<file path="src/rtl/drv_pkg.sv">
// Shared types and defaults for the dead-time gate-drive controller.
package drv_pkg;

  localparam int DTW_DEF  = 6;
  localparam int MONW_DEF = 8;
  localparam int SW       = 6;

  // One-hot channel state; the outputs decode from a single bit each.
  typedef enum logic [SW-1:0] {
    S_OFF    = 6'b000001,
    S_DT_TOP = 6'b000010,
    S_TOP_ON = 6'b000100,
    S_DT_BOT = 6'b001000,
    S_BOT_ON = 6'b010000,
    S_FAULT  = 6'b100000
  } drv_state_e;

endpackage

</file>
<file path="src/rtl/drv_deadtime_ctrl_if.sv">
// Command/config bus between the loop PWM generator and the gate-drive controller.
interface drv_deadtime_ctrl_if #(
  parameter int NCH  = 2,
  parameter int DTW  = drv_pkg::DTW_DEF,
  parameter int MONW = drv_pkg::MONW_DEF
);

  // No valid/ready handshake: pwm/en/config are level signals sampled on every
  // rising edge, fault_clr is a one-cycle pulse, fault_n may change at any time.
  logic [NCH-1:0]               pwm;
  logic [NCH-1:0]               en;
  logic [DTW-1:0]               dt_rise;
  logic [DTW-1:0]               dt_fall;
  logic [MONW-1:0]              min_on;
  logic                         fault_n;
  logic                         fault_clr;
  logic [NCH-1:0]               top;
  logic [NCH-1:0]               bot;
  logic                         fault_flag;
  logic [NCH-1:0][drv_pkg::SW-1:0] dbg_state;

  modport master (
    output pwm, en, dt_rise, dt_fall, min_on, fault_n, fault_clr,
    input  top, bot, fault_flag, dbg_state
  );

  modport slave (
    input  pwm, en, dt_rise, dt_fall, min_on, fault_n, fault_clr,
    output top, bot, fault_flag, dbg_state
  );

endinterface

</file>
<file path="src/rtl/drv_deadtime_ch.sv">
// One half-bridge channel: Moore FSM with dead-time and minimum top-on counters.
module drv_deadtime_ch
  import drv_pkg::*;
#(
  parameter int DTW  = DTW_DEF,
  parameter int MONW = MONW_DEF
) (
  input  logic            clk,
  input  logic            rst_n,
  input  logic            pwm_i,
  input  logic            en_i,
  input  logic            fault_i,
  input  logic            fault_rel_i,
  input  logic [DTW-1:0]  dt_rise_i,
  input  logic [DTW-1:0]  dt_fall_i,
  input  logic [MONW-1:0] min_on_i,
  output logic            top_o,
  output logic            bot_o,
  output drv_state_e      state_o
);

  localparam logic [DTW-1:0]  DT_ONE  = 1;
  localparam logic [MONW-1:0] MON_ONE = 1;

  drv_state_e      state_q, state_d;
  logic [DTW-1:0]  dt_cnt_q, dt_cnt_d;
  logic [MONW-1:0] mon_q, mon_d;
  logic            top_q, top_d;
  logic            bot_q, bot_d;

  always_ff @(posedge clk or negedge rst_n) begin
    if (!rst_n) begin
      state_q  <= S_OFF;
      dt_cnt_q <= '0;
      mon_q    <= '0;
      top_q    <= 1'b0;
      bot_q    <= 1'b0;
    end else begin
      state_q  <= state_d;
      dt_cnt_q <= dt_cnt_d;
      mon_q    <= mon_d;
      top_q    <= top_d;
      bot_q    <= bot_d;
    end
  end

  // Counters saturate at zero; a load only happens on entry to a timed phase.
  always_comb begin
    state_d  = state_q;
    dt_cnt_d = (dt_cnt_q != '0) ? dt_cnt_q - DT_ONE : '0;
    mon_d    = (mon_q != '0) ? mon_q - MON_ONE : '0;
    if (fault_i) begin
      state_d = S_FAULT;
    end else if (state_q == S_FAULT) begin
      if (fault_rel_i) state_d = S_OFF;
    end else if (!en_i) begin
      state_d = S_OFF;
    end else begin
      case (state_q)
        S_OFF: begin
          if (pwm_i) begin
            state_d  = S_DT_TOP;
            dt_cnt_d = dt_rise_i;
          end else begin
            state_d  = S_DT_BOT;
            dt_cnt_d = dt_fall_i;
          end
        end
        S_DT_TOP: begin
          if (dt_cnt_q == '0) begin
            state_d = S_TOP_ON;
            mon_d   = min_on_i;
          end
        end
        S_DT_BOT: if (dt_cnt_q == '0) state_d = S_BOT_ON;
        S_TOP_ON: begin
          if (!pwm_i && mon_q == '0) begin
            state_d  = S_DT_BOT;
            dt_cnt_d = dt_fall_i;
          end
        end
        S_BOT_ON: begin
          if (pwm_i) begin
            state_d  = S_DT_TOP;
            dt_cnt_d = dt_rise_i;
          end
        end
        default: state_d = S_OFF;
      endcase
    end
  end

  // Gate enables are flops loaded from the next state, so they never overlap.
  always_comb begin
    top_d = (state_d == S_TOP_ON);
    bot_d = (state_d == S_BOT_ON);
  end

  assign top_o   = top_q;
  assign bot_o   = bot_q;
  assign state_o = state_q;

endmodule

</file>
<file path="src/rtl/drv_deadtime_ctrl.sv">
// Multi-channel gate-drive controller: shared fault synchroniser/latch plus NCH channels.
module drv_deadtime_ctrl
  import drv_pkg::*;
#(
  parameter int NCH  = 2,
  parameter int DTW  = DTW_DEF,
  parameter int MONW = MONW_DEF
) (
  input  logic CELCLK,
  input  logic CELRSTN,
  input  logic CELV,
  input  logic CELG,
  input  logic SUB,
  drv_deadtime_ctrl_if.slave io
);

  // Supply pins only pass through to the generated driver cells.
  logic unused_supply;
  assign unused_supply = CELV ^ CELG ^ SUB;

  logic fmeta_q, fmeta_d;
  logic fsync_q, fsync_d;
  logic fflag_q, fflag_d;
  logic fault_act, fault_rel;

  assign fault_act = ~fsync_q;
  assign fault_rel = io.fault_clr & fsync_q;

  always_ff @(posedge CELCLK or negedge CELRSTN) begin
    if (!CELRSTN) begin
      fmeta_q <= 1'b1;
      fsync_q <= 1'b1;
      fflag_q <= 1'b0;
    end else begin
      fmeta_q <= fmeta_d;
      fsync_q <= fsync_d;
      fflag_q <= fflag_d;
    end
  end

  always_comb begin
    fmeta_d = io.fault_n;
    fsync_d = fmeta_q;
    fflag_d = fflag_q;
    if (fault_act)      fflag_d = 1'b1;
    else if (fault_rel) fflag_d = 1'b0;
  end

  assign io.fault_flag = fflag_q;

  logic [NCH-1:0] top_w;
  logic [NCH-1:0] bot_w;
  drv_state_e     st_w [NCH];

  for (genvar g = 0; g < NCH; g++) begin : g_ch
    drv_deadtime_ch #(
      .DTW  (DTW),
      .MONW (MONW)
    ) u_ch (
      .clk         (CELCLK),
      .rst_n       (CELRSTN),
      .pwm_i       (io.pwm[g]),
      .en_i        (io.en[g]),
      .fault_i     (fault_act),
      .fault_rel_i (fault_rel),
      .dt_rise_i   (io.dt_rise),
      .dt_fall_i   (io.dt_fall),
      .min_on_i    (io.min_on),
      .top_o       (top_w[g]),
      .bot_o       (bot_w[g]),
      .state_o     (st_w[g])
    );
    assign io.dbg_state[g] = st_w[g];
  end

  assign io.top = top_w;
  assign io.bot = bot_w;

endmodule

</file>
<file path="src/flat_wrapper.sv">
// flat-port wrapper written by rule: the top's interface ports become plain ports
module drv_deadtime_ctrl_flat import drv_pkg::*;
#(
  parameter int NCH  = 2,
  parameter int DTW  = DTW_DEF,
  parameter int MONW = MONW_DEF
)
  (CELCLK, CELRSTN, CELV, CELG, SUB, io_pwm, io_en, io_dt_rise, io_dt_fall, io_min_on, io_fault_n, io_fault_clr, io_top, io_bot, io_fault_flag, io_dbg_state);
  drv_deadtime_ctrl_if #(.NCH(NCH), .DTW(DTW), .MONW(MONW)) io_i ();
  input  logic CELCLK;
  input  logic CELRSTN;
  input  logic CELV;
  input  logic CELG;
  input  logic SUB;
  input wire logic [$bits(io_i.pwm)-1:0] io_pwm;
  input wire logic [$bits(io_i.en)-1:0] io_en;
  input wire logic [$bits(io_i.dt_rise)-1:0] io_dt_rise;
  input wire logic [$bits(io_i.dt_fall)-1:0] io_dt_fall;
  input wire logic [$bits(io_i.min_on)-1:0] io_min_on;
  input wire logic [$bits(io_i.fault_n)-1:0] io_fault_n;
  input wire logic [$bits(io_i.fault_clr)-1:0] io_fault_clr;
  output wire logic [$bits(io_i.top)-1:0] io_top;
  output wire logic [$bits(io_i.bot)-1:0] io_bot;
  output wire logic [$bits(io_i.fault_flag)-1:0] io_fault_flag;
  output wire logic [$bits(io_i.dbg_state)-1:0] io_dbg_state;
  assign io_i.pwm = io_pwm;
  assign io_i.en = io_en;
  assign io_i.dt_rise = io_dt_rise;
  assign io_i.dt_fall = io_dt_fall;
  assign io_i.min_on = io_min_on;
  assign io_i.fault_n = io_fault_n;
  assign io_i.fault_clr = io_fault_clr;
  assign io_top = io_i.top;
  assign io_bot = io_i.bot;
  assign io_fault_flag = io_i.fault_flag;
  assign io_dbg_state = io_i.dbg_state;
  drv_deadtime_ctrl #(.NCH(NCH), .DTW(DTW), .MONW(MONW)) u_core (.CELCLK(CELCLK), .CELRSTN(CELRSTN), .CELV(CELV), .CELG(CELG), .SUB(SUB), .io(io_i));
endmodule
</file>
<file path="config.mk">
export PLATFORM = sky130hd
export DESIGN_NAME = drv_deadtime_ctrl_flat
export DESIGN_NICKNAME = d
export VERILOG_FILES = /design/src/rtl/drv_pkg.sv /design/src/rtl/drv_deadtime_ctrl_if.sv /design/src/rtl/drv_deadtime_ch.sv /design/src/rtl/drv_deadtime_ctrl.sv /design/src/flat_wrapper.sv
export SDC_FILE = /design/constraint.sdc
export NUM_CORES = 1
export LEC_CHECK = 0
export ABC_AREA = 0
export BUFFER_PORTS_ARGS = -buffer_cell sky130_fd_sc_hd__buf_2
export CORE_UTILIZATION = 57
export DETAILED_ROUTE_END_ITERATION = 12
export GPL_TIMING_DRIVEN = 0
export MAX_ROUTING_LAYER = met4
export PLACE_DENSITY = 0.8
export SKIP_LAST_GASP = 1
export SLEW_MARGIN = 0
export SYNTH_ARGS = -nofsm -noshare
export SYNTH_HDL_FRONTEND = slang
export SYNTH_SLANG_ARGS = --single-unit
</file>
<file path="constraint.sdc">
create_clock -name CELCLK -period 2.8 [get_ports CELCLK]
set_input_delay 0.56 -clock CELCLK [delete_from_list [all_inputs] [get_ports CELCLK]]
set_output_delay 0.56 -clock CELCLK [all_outputs]
set_load 0.01 [all_outputs]
</file>
* After elaboration in Yosys (flattened, before gate mapping)
Cells that the tools add are included.
Storage, ports and cells: register bits after elaboration 47, output and inout bits 17, input port bits 31
Operators by class: add/subtract/negate cells 4, reduce and logical (&&, ||, !) cells 12, bitwise logic cells 1, equal/unequal tests 17, mux-type cells 50
Operator list (number):
- 6-bit two-way mux | 30
- 8-bit two-way mux | 12
- 6-bit one-hot mux with 5 select lines | 2
- 6-bit one-hot mux with 3 select lines | 2
- 6-bit by 3-bit == test with 1-bit output, second input constant | 4
- 6-bit by 5-bit == test with 1-bit output, second input constant | 4
- 8-bit zero test | 2
- 8-bit nonzero test | 2
- 8-bit by 1-bit subtractor with 8-bit output, second input constant | 2
- 6-bit by 1-bit == test with 1-bit output, second input constant | 2
- 6-bit by 2-bit == test with 1-bit output, second input constant | 2
- 6-bit by 4-bit == test with 1-bit output, second input constant | 2
- 6-bit == test, second input constant | 2
- 6-bit zero test | 2
- 6-bit nonzero test | 2
- 6-bit by 1-bit subtractor with 6-bit output, second input constant | 2
- 4-bit two-way mux | 2
- 1-bit logical AND | 2
- 1-bit zero test | 2
- 1-bit two-way mux | 2
- 2-bit != test, second input constant | 1
- 1-bit bitwise AND | 1

* Longest topological paths before layout
Gate-level depths: netlist of the first run.
depth after elaboration 8, gate-level depth with buffers 9

* Hierarchy
From an unflattened synthesis of the first run, not the netlist that was laid out.
Second synthesis, totals: cell total of the unflattened synthesis 323, area, all modules 3004.1 µm²
By module, submodules not included:
- drv_deadtime_ch at u_core.g_ch[0].u_ch | instances 1, sequential area each 551.8 µm², area an instance 1491.4 µm², cells each 158
- drv_deadtime_ch at u_core.g_ch[1].u_ch | instances 1, sequential area each 551.8 µm², area an instance 1416.4 µm², cells each 158
- drv_deadtime_ctrl | instances 1, sequential area each 77.6 µm², area an instance 96.3 µm², cells each 7

* Worst setup path before layout of the first run
Ideal clock, no wire load.
kind flip-flop to flip-flop, start point reg u_core.g_ch[0].u_ch.dt_cnt_q[0], end point reg u_core.g_ch[0].u_ch.mon_q[6], path buffers 1, period minus slack after synthesis 2.099 ns, data arrival time 1.974 ns, stages on the path, launching flop included 8, slack 0.701 ns, cells stage by stage dfrtp_1 inv_1 ha_1 or3b_2 nor3_2 and4_1 buf_2 mux2_2
On the way: cells in the longest elaborated chain, start to end 6
Ends and longest elaborated chain:
- start: declaration | RTL line drv_deadtime_ch.sv:26 | logic [DTW-1:0] dt_cnt_q, dt_cnt_d;
- start signal: assignment | RTL line drv_deadtime_ch.sv:40 | dt_cnt_q <= dt_cnt_d;
- 6-bit zero test | RTL line drv_deadtime_ch.sv:70 | if (dt_cnt_q == '0) begin
- 8-bit two-way mux | RTL line drv_deadtime_ch.sv:70
- 8-bit two-way mux | RTL line drv_deadtime_ch.sv:59 | case (state_q)
- 8-bit two-way mux | RTL line drv_deadtime_ch.sv:56 | end else if (!en_i) begin
- 8-bit two-way mux | RTL line drv_deadtime_ch.sv:54 | end else if (state_q == S_FAULT) begin
- 8-bit two-way mux | RTL line drv_deadtime_ch.sv:52 | if (fault_i) begin
- via u_core.g_ch[0].u_ch.mon_d[6] | RTL line drv_deadtime_ch.sv:27 | logic [MONW-1:0] mon_q, mon_d;
- end signal: assignment | RTL line drv_deadtime_ch.sv:41 | mon_q <= mon_d;
- end: declaration | RTL line drv_deadtime_ch.sv:27
The timed path passes the listed nets, and every way through them passes these cells. A chain may end at the register's enable or synchronous reset.

* Worst setup path in the final report of the first run
Same ends and word-level chain as after synthesis.

==> impl_metrics.ini, run 1 <==
[power_and_ir_drop]
max-vdd-ir-drop_v = 0.0005505
power.density_nw_per_um2 = 750.2
p_leak_nw = 1.535

[critical_path]
start_kind = flop
critPathBufInv = 2
crit_required_ns = 3.00
crit_start = u_core.g_ch[0].u_ch.dt_cnt_q[0]$_DFF_PN0_
worstPathMaxFanout = 6
arrival_ns = 2.61
timing.rr.start = u_core.g_ch[0].u_ch.dt_cnt_q[0]$_DFF_PN0_
cpMaxStageDelayCell = or3b_2
worstSetupPathType = flop to flop
reg2reg_slack_ns = 0.38
cp_slowest_stage_delay_ns = 0.49
crit_chain = inv_1 -> ha_1 -> or3b_2 -> nor3_2 -> and4_1 -> buf_2 -> mux2_2
crit_family = simple AND/OR/NAND/NOR gates
end_kind = flop

[clocking]
cts_tree = yes
postCtsSetupRepairBufs = 0
clk_pin_slew_ns = 0.09
cts_buffers = 5
hold_buffers = 0
cts.sinks = 47
clockBufferDepth = 2
clk_latency_ns = 0.31
root_buffer = clkbuf_8
h-tree-depth = 2
cts-resized-gates = 0

[detailed_routing]
routed_wl_um = 7229
maxUsedRoutingLayer = met4
drt-met1-wl_um = 3370
wl_met2_um = 3351
ant_nets = 0
route.met3.wl_um = 369
drt_iter0_drc = 212
wl_per_cell_um = 15.55
drc = 0
first_pass_iters = 5
via_per_inst = 5.957
num_vias = 2770

[timing]
timing.final.crit_share_pct = 86.28
rsz0062_at_grt = no
slew_headroom_pct = 32.46
skew_ns = 0.01123
max_freq_mhz = 413.9
min_period_ns = 2.416
maxSlewViolCount = 0
setup_viol = 0
tightest_slew_ns = 1.013
timing.hold.ws_ns = 0.3423
hold_viol_final = 0
tns_ns = 0

[layout]
finalNonFillerCells = 465
final_cell_mix = 50 x buf_2, 43 x dfrtp_1, 29 x nand2_1, 28 x nor2_1, 23 x nor3_1
fin_area_sq_um = 3536
layout-drive-gt1-share_pct = 22.53
area_growth_syn_to_layout_pct = 13.59
antenna_cells = 0
nNetsFinal = 433
layout_commonest_cell = buf_2

[place]
place_inst = 457
globalplace.congestion = 0.9243
post_dp_cell_area_sq_um = 3421
hpwl_um = 5418
numPortBuffers = 44

[floorplanning]
io-pin-count = 48
core_area_sq_um = 5172
initial_core_util_pct = 60.18
fp-row-count = 26
die_h_um = 75.90
die_w_um = 75.90
dieArea_sq_um = 5761

[synth]
syn_area_sq_um = 3113
synth_edf_count = 0
async_flop_share_pct = 100.0
yosysWarnings = 0
synthCells = 343
ys_dominant_reg_cell = dfrtp_1
synth_nets = 382
ys_ff_latch = 47
synth_seq_area_share_pct = 37.94
synth_cell_types = 58
avgSynthCellArea_sq_um = 9.076

[global_route]
grt_start_max_net_pins = 48
grt_pass1_vias = 2684
grt.overflow.total = 0
antenna_found_initial = 0
grt_usage_pct = 27.67
grt_first_pass_wirelength_um = 12540

[min_path]
hold_class = input port to flop
min_from = io_fault_n

[run]
max_cap_violations = 0

[outcome]
status = complete, no violations
through the flow:
stage	total power (W)	util, %	setup slack, ns
after floorplan	0.001863	-	0.7013
after CTS	0.002651	68.36	0.3744
after detailed placement	0.002123	66.13	0.4048
final	0.002653	68.36	0.3842
after global routing	0.002854	68.36	0.2197
after global placement	0.002077	66.13	0.4352
flip-flops by register name (all words and copies together) (netlist names):
signal and cells:
u_core.fmeta_q 1, u_core.fsync_q 1, u_core.g_ch.u_ch.bot_o 2, u_core.g_ch.u_ch.dt_cnt_q 12, u_core.g_ch.u_ch.mon_q 16, u_core.g_ch.u_ch.state_o 12
u_core.g_ch.u_ch.top_o 2, u_core.io.fault_flag 1
worst paths after layout:
check | endpoint | cells after the start
setup / recovery | u_core.g_ch[0].u_ch.mon_q[6]$_DFF_PN0_ | 7
hold / removal | u_core.fmeta_q$_DFF_PN1_ | 1
setup reg to reg | u_core.g_ch[0].u_ch.mon_q[6]$_DFF_PN0_ | 7
hold reg to reg | u_core.fsync_q$_DFF_PN1_ | 0
max in group asynchronous | u_core.g_ch[1].u_ch.dt_cnt_q[4]$_DFF_PN0_ | 1
min in group asynchronous | u_core.g_ch[0].u_ch.dt_cnt_q[5]$_DFF_PN0_ | 1
logic make-up (layout without fill, tap and decap cells):
logic type               Yosys count  in the layout  share of synthesized area [%]
buffers and inverters             38             90                          6.029
XOR/XNOR                          18             18                          5.064
AND/OR/NAND/NOR                  136            136                          25.08
AO/OA/AOI/OAI                     83             83                          18.29
multiplexers                      13             13                          4.381
flip-flops                        47             47                          37.94
adder cells (fa/ha/maj)            8              8                          3.216
layer usage:
metal | up-vias | GRT usage (%)
met5 | - | -
met4 | 0 | 8.846
met3 | 13 | 3.976
met2 | 103 | 42.45
met1 | 1289 | 38.05
li1 | 1365 | -
layout make-up:
class	instances	area, sq um
inverter	17	63.81
sequential	47	1181
clock buffer	5	68.82
fill	416	1637
timing repair buffer	44	220.2
buffer	21	123.9
tap	70	87.58
clock inverter	3	46.29
multi-input combinational	258	1744
power breakdown:
part,internal (W),total (W),switching [W]
Sequential,0.000879,0.00108,0.000197
Combinational,0.000518,0.00106,0.000545
Clock,0.000269,0.000514,0.000245
Yosys cell counts, types with 7 or more instances:
cell type	count	share of area [%]
a31oi_1	8	1.6
nor3_1	23	3.7
nand2_1	29	3.5
nor2_1	28	3.4
ha_1	8	3.2
xor2_1	7	2.0
clkbuf_1	7	0.84
nand3_1	8	1.3
xnor2_1	11	3.1
mux2i_1	8	2.6
dfrtp_1	43	35
inv_1	17	2.0
o31ai_1	12	2.9
a211oi_1	7	1.7
a21oi_1	7	1.1
o21ai_0	22	3.5
No activity file was read; power rests on OpenSTA's default activity.
==> run 2, diff against run 1 <==
--- a/config.mk
+++ b/config.mk
@@ -7,6 +7,7 @@
 export LEC_CHECK = 0
 export ABC_AREA = 0
 export BUFFER_PORTS_ARGS = -buffer_cell sky130_fd_sc_hd__buf_2
+export CORE_MARGIN = 2
 export CORE_UTILIZATION = 57
 export DETAILED_ROUTE_END_ITERATION = 12
 export GPL_TIMING_DRIVEN = 0
==> run 2 against run 1 <==
Net effect:
- die area grew 5.3%
- final area is essentially flat
- register-to-register slack is essentially flat
- critical endpoint unchanged
- clock power is essentially flat
- worst setup slack lost 0.0017 ns
==> impl_metrics.ini, run 2 (synthesized netlist as in run 1, its figures left out) <==
[critical_path]
end_kind = flop
crit_required_ns = 2.99
arrival_ns = 2.61
worstPathMaxFanout = 6
worstSetupPathType = flop to flop
start_kind = flop

[power_and_ir_drop]
power_w = 0.002668
seqPwrFrac_pct = 40.5
netSwitchingFraction_pct = 37.50
p_int_w = 0.001668
max-vdd-ir-drop_v = 0.0004422
p_clk_share_pct = 19.3
power.density_nw_per_um2 = 754.2
p_sw_w = 0.001000
p_leak_nw = 1.539
combinationalPowerShare_pct = 40.3

[clocking]
cts.sinks = 47
cts_buffers = 5
postCtsSetupRepairBufs = 0
cts-resized-gates = 0
root_buffer = clkbuf_8
hold_buffers = 0
clk_pin_slew_ns = 0.09
clockBufferDepth = 2
clk_latency_ns = 0.31
h-tree-depth = 2
cts_tree = yes

[place]
post_dp_cell_area_sq_um = 3421
hpwl_um = 5465
numPortBuffers = 44
pre_cts_ws_ns = 0.4323
globalplace.congestion = 0.8713

[detailed_routing]
num_vias = 2868
via_per_inst = 6.168
routed_wl_um = 7363
drt_iter0_drc = 164
first_pass_iters = 5
drc = 0
ant_nets = 0
wl_per_cell_um = 15.83

[floorplanning]
fp-row-count = 26
dieArea_sq_um = 6068
die_w_um = 77.90
initial_core_util_pct = 59.81
core_area_sq_um = 5205
die_h_um = 77.90
io-pin-count = 48

[global_route]
grt.overflow.total = 0
antenna_found_initial = 0
use_met3_pct = 4.884
busiest_layer = met2
grt_pass1_vias = 2677
grt_start_max_net_pins = 48
grt_first_pass_wirelength_um = 12270
grt_use_met2_pct = 40.52
grt_util_met1_pct = 34.52
grt_usage_pct = 25.83

[layout]
layout_commonest_cell = buf_2
max_flop_register = u_core.g_ch.u_ch.mon_q
fin_area_sq_um = 3537
post-route-util_pct = 67.96
nNetsFinal = 433
layout-drive-gt1-share_pct = 22.53
final_cell_mix = 50 x buf_2, 43 x dfrtp_1, 29 x nand2_1, 28 x nor2_1, 23 x nor3_1
antenna_cells = 0
area_growth_syn_to_layout_pct = 13.63
largest_reg_flops = 16

[timing]
max_freq_mhz = 413.6
min_period_ns = 2.418
skew_ns = 0.01263
final.setup.worst_slack_ns = 0.3825
rsz0062_at_grt = no
hold_viol_final = 0
tns_ns = 0
slew_headroom_pct = 33.09
setup_viol = 0
maxSlewViolCount = 0
tightest_slew_ns = 1.004
timing.final.crit_share_pct = 86.34

[min_path]
hold_class = input port to flop

[outcome]
status = complete, no violations

[run]
max_cap_violations = 0
==> run 2: cell count changes in the layout (fill, tap and decap cells not counted) <==
cell / delta
clkinvlp_4: -1
clkinv_4: +1
==> run 2: routing by layer <==
metal  vias to the layer above  part of all wire [%]
li1                       1366                     -
met1                      1346                    44
met2                       138                    46
met3                        18                   7.7
met4                         0                   1.7
met5                         -                     0
==> run 2: path summary, 6_finish.rpt <==
check / depth (start not counted) / end / from / slack, ns
min in group asynchronous: 1 / u_core.g_ch[0].u_ch.dt_cnt_q[4]$_DFF_PN0_ / CELRSTN / 0.42
setup reg to reg: 7 / u_core.g_ch[0].u_ch.mon_q[6]$_DFF_PN0_ / u_core.g_ch[0].u_ch.dt_cnt_q[0]$_DFF_PN0_ / 0.38
hold reg to reg: 0 / u_core.fsync_q$_DFF_PN1_ / u_core.fmeta_q$_DFF_PN1_ / 0.36
max in group asynchronous: 1 / u_core.g_ch[1].u_ch.mon_q[6]$_DFF_PN0_ / CELRSTN / 1.76
hold / removal: 1 / u_core.fmeta_q$_DFF_PN1_ / io_fault_n / 0.35
setup / recovery: 7 / u_core.g_ch[0].u_ch.mon_q[6]$_DFF_PN0_ / u_core.g_ch[0].u_ch.dt_cnt_q[0]$_DFF_PN0_ / 0.38
==> run 2: worst max-delay path: stages (launching register included) <==
cell	delay (ns)
dfrtp_1	0.42
inv_1	0.10
ha_1	0.17
or3b_2	0.49
nor3_2	0.36
and4_1	0.25
buf_2	0.17
mux2_2	0.35
==> run 2: cell type report <==
cell class,count,area (sq um)
fillers,431,1668
flip-flops and latches,47,1181
clock buffers,5,68.82
clock inverters,3,47.55
well taps,70,87.58
inverters,17,63.81
repair buffers,44,220.2
multi-input cells,258,1744
plain buffers,21,123.9
==> run 2: per-stage QoR <==
stage               hold WS, ns  cells
finish                   0.3507    465
global route             0.3270    465
CTS                      0.3353    465
detailed placement       0.3494    457
global placement         0.3474    457
floorplan                0.2644    343
==> run 2: power groups by stage <==
| stage | clock (W) | combinational [W] | sequential, W |
|---|---|---|---|
| after global routing | 0.000556 | 0.00119 | 0.00111 |
| final | 0.000514 | 0.00107 | 0.00108 |
| after CTS | 0.000530 | 0.00106 | 0.00108 |
| after floorplan | 0 | 0.000826 | 0.00104 |
| after detailed placement | 0 | 0.00106 | 0.00108 |
| after global placement | 0 | 0.000999 | 0.00107 |
==> run 3, diff against run 2 <==
--- a/config.mk
+++ b/config.mk
@@ -8,11 +8,11 @@
 export ABC_AREA = 0
 export BUFFER_PORTS_ARGS = -buffer_cell sky130_fd_sc_hd__buf_2
 export CORE_MARGIN = 2
-export CORE_UTILIZATION = 57
+export CORE_UTILIZATION = 52
 export DETAILED_ROUTE_END_ITERATION = 12
 export GPL_TIMING_DRIVEN = 0
 export MAX_ROUTING_LAYER = met4
-export PLACE_DENSITY = 0.8
+export PLACE_DENSITY = 0.77
 export SKIP_LAST_GASP = 1
 export SLEW_MARGIN = 0
 export SYNTH_ARGS = -nofsm -noshare
==> constraint.sdc (replaced) <==
create_clock -name CELCLK -period 2 [get_ports CELCLK]
set_input_delay 0.4 -clock CELCLK [delete_from_list [all_inputs] [get_ports CELCLK]]
set_output_delay 0.4 -clock CELCLK [all_outputs]
set_load 0.01 [all_outputs]
==> run 3 against run 2 <==
Net effect:
- the run now ends with setup timing left
- sequential share of layout area fell by 3.3 points
- sequential power rose by 41%
- die area up 9.1%
- clock power is 42% higher
- critical path depth is 2 lower
- worst hold slack got worse by 0.17 ns
- combinational power is 75% higher
- utilization is 0.68 points lower
- via count rose by 4.3%
- power rose by 55%
- cell count up 5.8%
- critical endpoint is now u_core.g_ch[0].u_ch.dt_cnt_q[3]$_DFF_PN0_
- count of clock-buffer cells in the layout is the same
==> impl_metrics.ini, run 3 (synthesized netlist as in run 1, its figures left out) <==
[outcome]
status = finished, violations left
violations = setup timing

[timing]
timing.final.crit_share_pct = 102.7
rsz0062_at_grt = yes
maxSlewViolCount = 0
hold_viol_final = 0
skew_ns = 0.007649
setup_viol = 4
slew_headroom_pct = 30.06
tightest_slew_ns = 1.049
max_freq_mhz = 487.1
min_period_ns = 2.053
final.setup.worst_slack_ns = -0.05305

[detailed_routing]
first_pass_iters = 6
num_vias = 2990
drc = 0
wl_per_cell_um = 16.66
via_per_inst = 6.077
ant_nets = 0
drt_iter0_drc = 199
routed_wl_um = 8196

[run]
max_cap_violations = 0

[floorplanning]
dieArea_sq_um = 6621
core_area_sq_um = 5851
io-pin-count = 48
initial_core_util_pct = 53.21
die_h_um = 81.37
die_w_um = 81.37
fp-row-count = 28

[layout]
layout_commonest_cell = buf_2
layout-drive-gt1-share_pct = 35.73
final_cell_mix = 46 x buf_2, 41 x dfrtp_1, 29 x nand2_1, 28 x buf_4, 26 x nor2_1
max_flop_register = u_core.g_ch.u_ch.mon_q
nNetsFinal = 455
antenna_cells = 0
area_growth_syn_to_layout_pct = 26.45
largest_reg_flops = 16
fin_area_sq_um = 3936

[clocking]
clk_latency_ns = 0.31
cts.sinks = 47
clockBufferDepth = 2
hold_buffers = 0
cts_tree = yes
root_buffer = clkbuf_8
cts_buffers = 5
clk_pin_slew_ns = 0.09
h-tree-depth = 2

[critical_path]
start_kind = flop
worstPathMaxFanout = 5
arrival_ns = 2.27
worstSetupPathType = flop to flop
end_kind = flop
crit_required_ns = 2.22

[power_and_ir_drop]
power_w = 0.004129
p_leak_nw = 1.690
max-vdd-ir-drop_v = 0.0006527
power.density_nw_per_um2 = 1049

[global_route]
grt_start_max_net_pins = 48
use_met3_pct = 4.667
grt_util_met1_pct = 31.90
grt_pass1_vias = 2762
antenna_found_initial = 0
grt.overflow.total = 0
grt_first_pass_wirelength_um = 12770
busiest_layer = met2
grt_usage_pct = 25.56
grt_use_met2_pct = 42.62

[place]
globalplace.congestion = 0.9078
numPortBuffers = 44
hpwl_um = 5698
post_dp_cell_area_sq_um = 3438

[min_path]
hold_class = input port to flop
-- run 3: worst max-delay path: stages (launching register included) --
cell	delay, ns
dfrtp_1	0.42
or4_4	0.53
or3b_4	0.46
nor2b_4	0.22
a22oi_2	0.12
o22ai_2	0.22
-- run 3: what timing repair did --
item / in CTS / in global routing
resized for setup: 12 / 40
pin swaps: 9 / 11
endpoints found under the setup margin: 30 / 34
setup buffers: 12 / 10
cloned: 0 / 1
endpoints found under the hold margin: 0 / 0
-- run 3: layer usage --
metal | wire, um | vias up
met3 | 439 | 19
met1 | 3477 | 1458
li1 | - | 1404
met4 | 120 | 0
met5 | 0 | -
met2 | 4159 | 109
-- run 3: metrics by stage --
stage / setup TNS [ns] / hold slack (ns) / setup WS (ns) / cells / utilization, %
after floorplan: 0 / 0.1044 / 0.01458 / 343 / -
after global placement: -1.384 / 0.3459 / -0.1970 / 462 / 58.77
after detailed placement: -2.316 / 0.3508 / -0.2036 / 462 / 58.77
after CTS: -0.02112 / 0.1779 / -0.01396 / 481 / 62.81
after global routing: -0.5779 / 0.1682 / -0.1007 / 492 / 67.28
final: -0.09279 / 0.1831 / -0.05305 / 492 / 67.28
-- run 3: report_power, final --
group,internal [W],leakage (nW),switching (W)
Sequential,0.00123,0.578,0.000293
Clock,0.000377,0.0548,0.000354
Combinational,0.000976,1.06,0.000899
-- run 3: path summary, 6_finish.rpt --
check	from	endpoint	slack (ns)	depth (start not counted)
worst min-delay path	io_fault_n	u_core.fmeta_q$_DFF_PN1_	0.18	1
worst max-delay path	u_core.g_ch[0].u_ch.state_o[1]$_DFF_PN0_	u_core.g_ch[0].u_ch.dt_cnt_q[3]$_DFF_PN0_	-0.05	5
worst min register to register	u_core.fmeta_q$_DFF_PN1_	u_core.fsync_q$_DFF_PN1_	0.36	0
max in group asynchronous	CELRSTN	u_core.g_ch[0].u_ch.state_o[3]$_DFF_PN0_	1.02	1
worst max register to register	u_core.g_ch[0].u_ch.state_o[1]$_DFF_PN0_	u_core.g_ch[0].u_ch.dt_cnt_q[3]$_DFF_PN0_	-0.05	5
min in group asynchronous	CELRSTN	u_core.g_ch[0].u_ch.dt_cnt_q[3]$_DFF_PN0_	0.27	1
-- run 3: layout make-up --
type	count	area (sq um)
multi-input combinational	258	1921
fill	456	1914
sequential	47	1184
timing repair buffer	67	410.4
buffer	20	148.9
tap	75	93.84
clock buffer	5	68.82
inverter	17	63.81
clock inverter	3	46.29
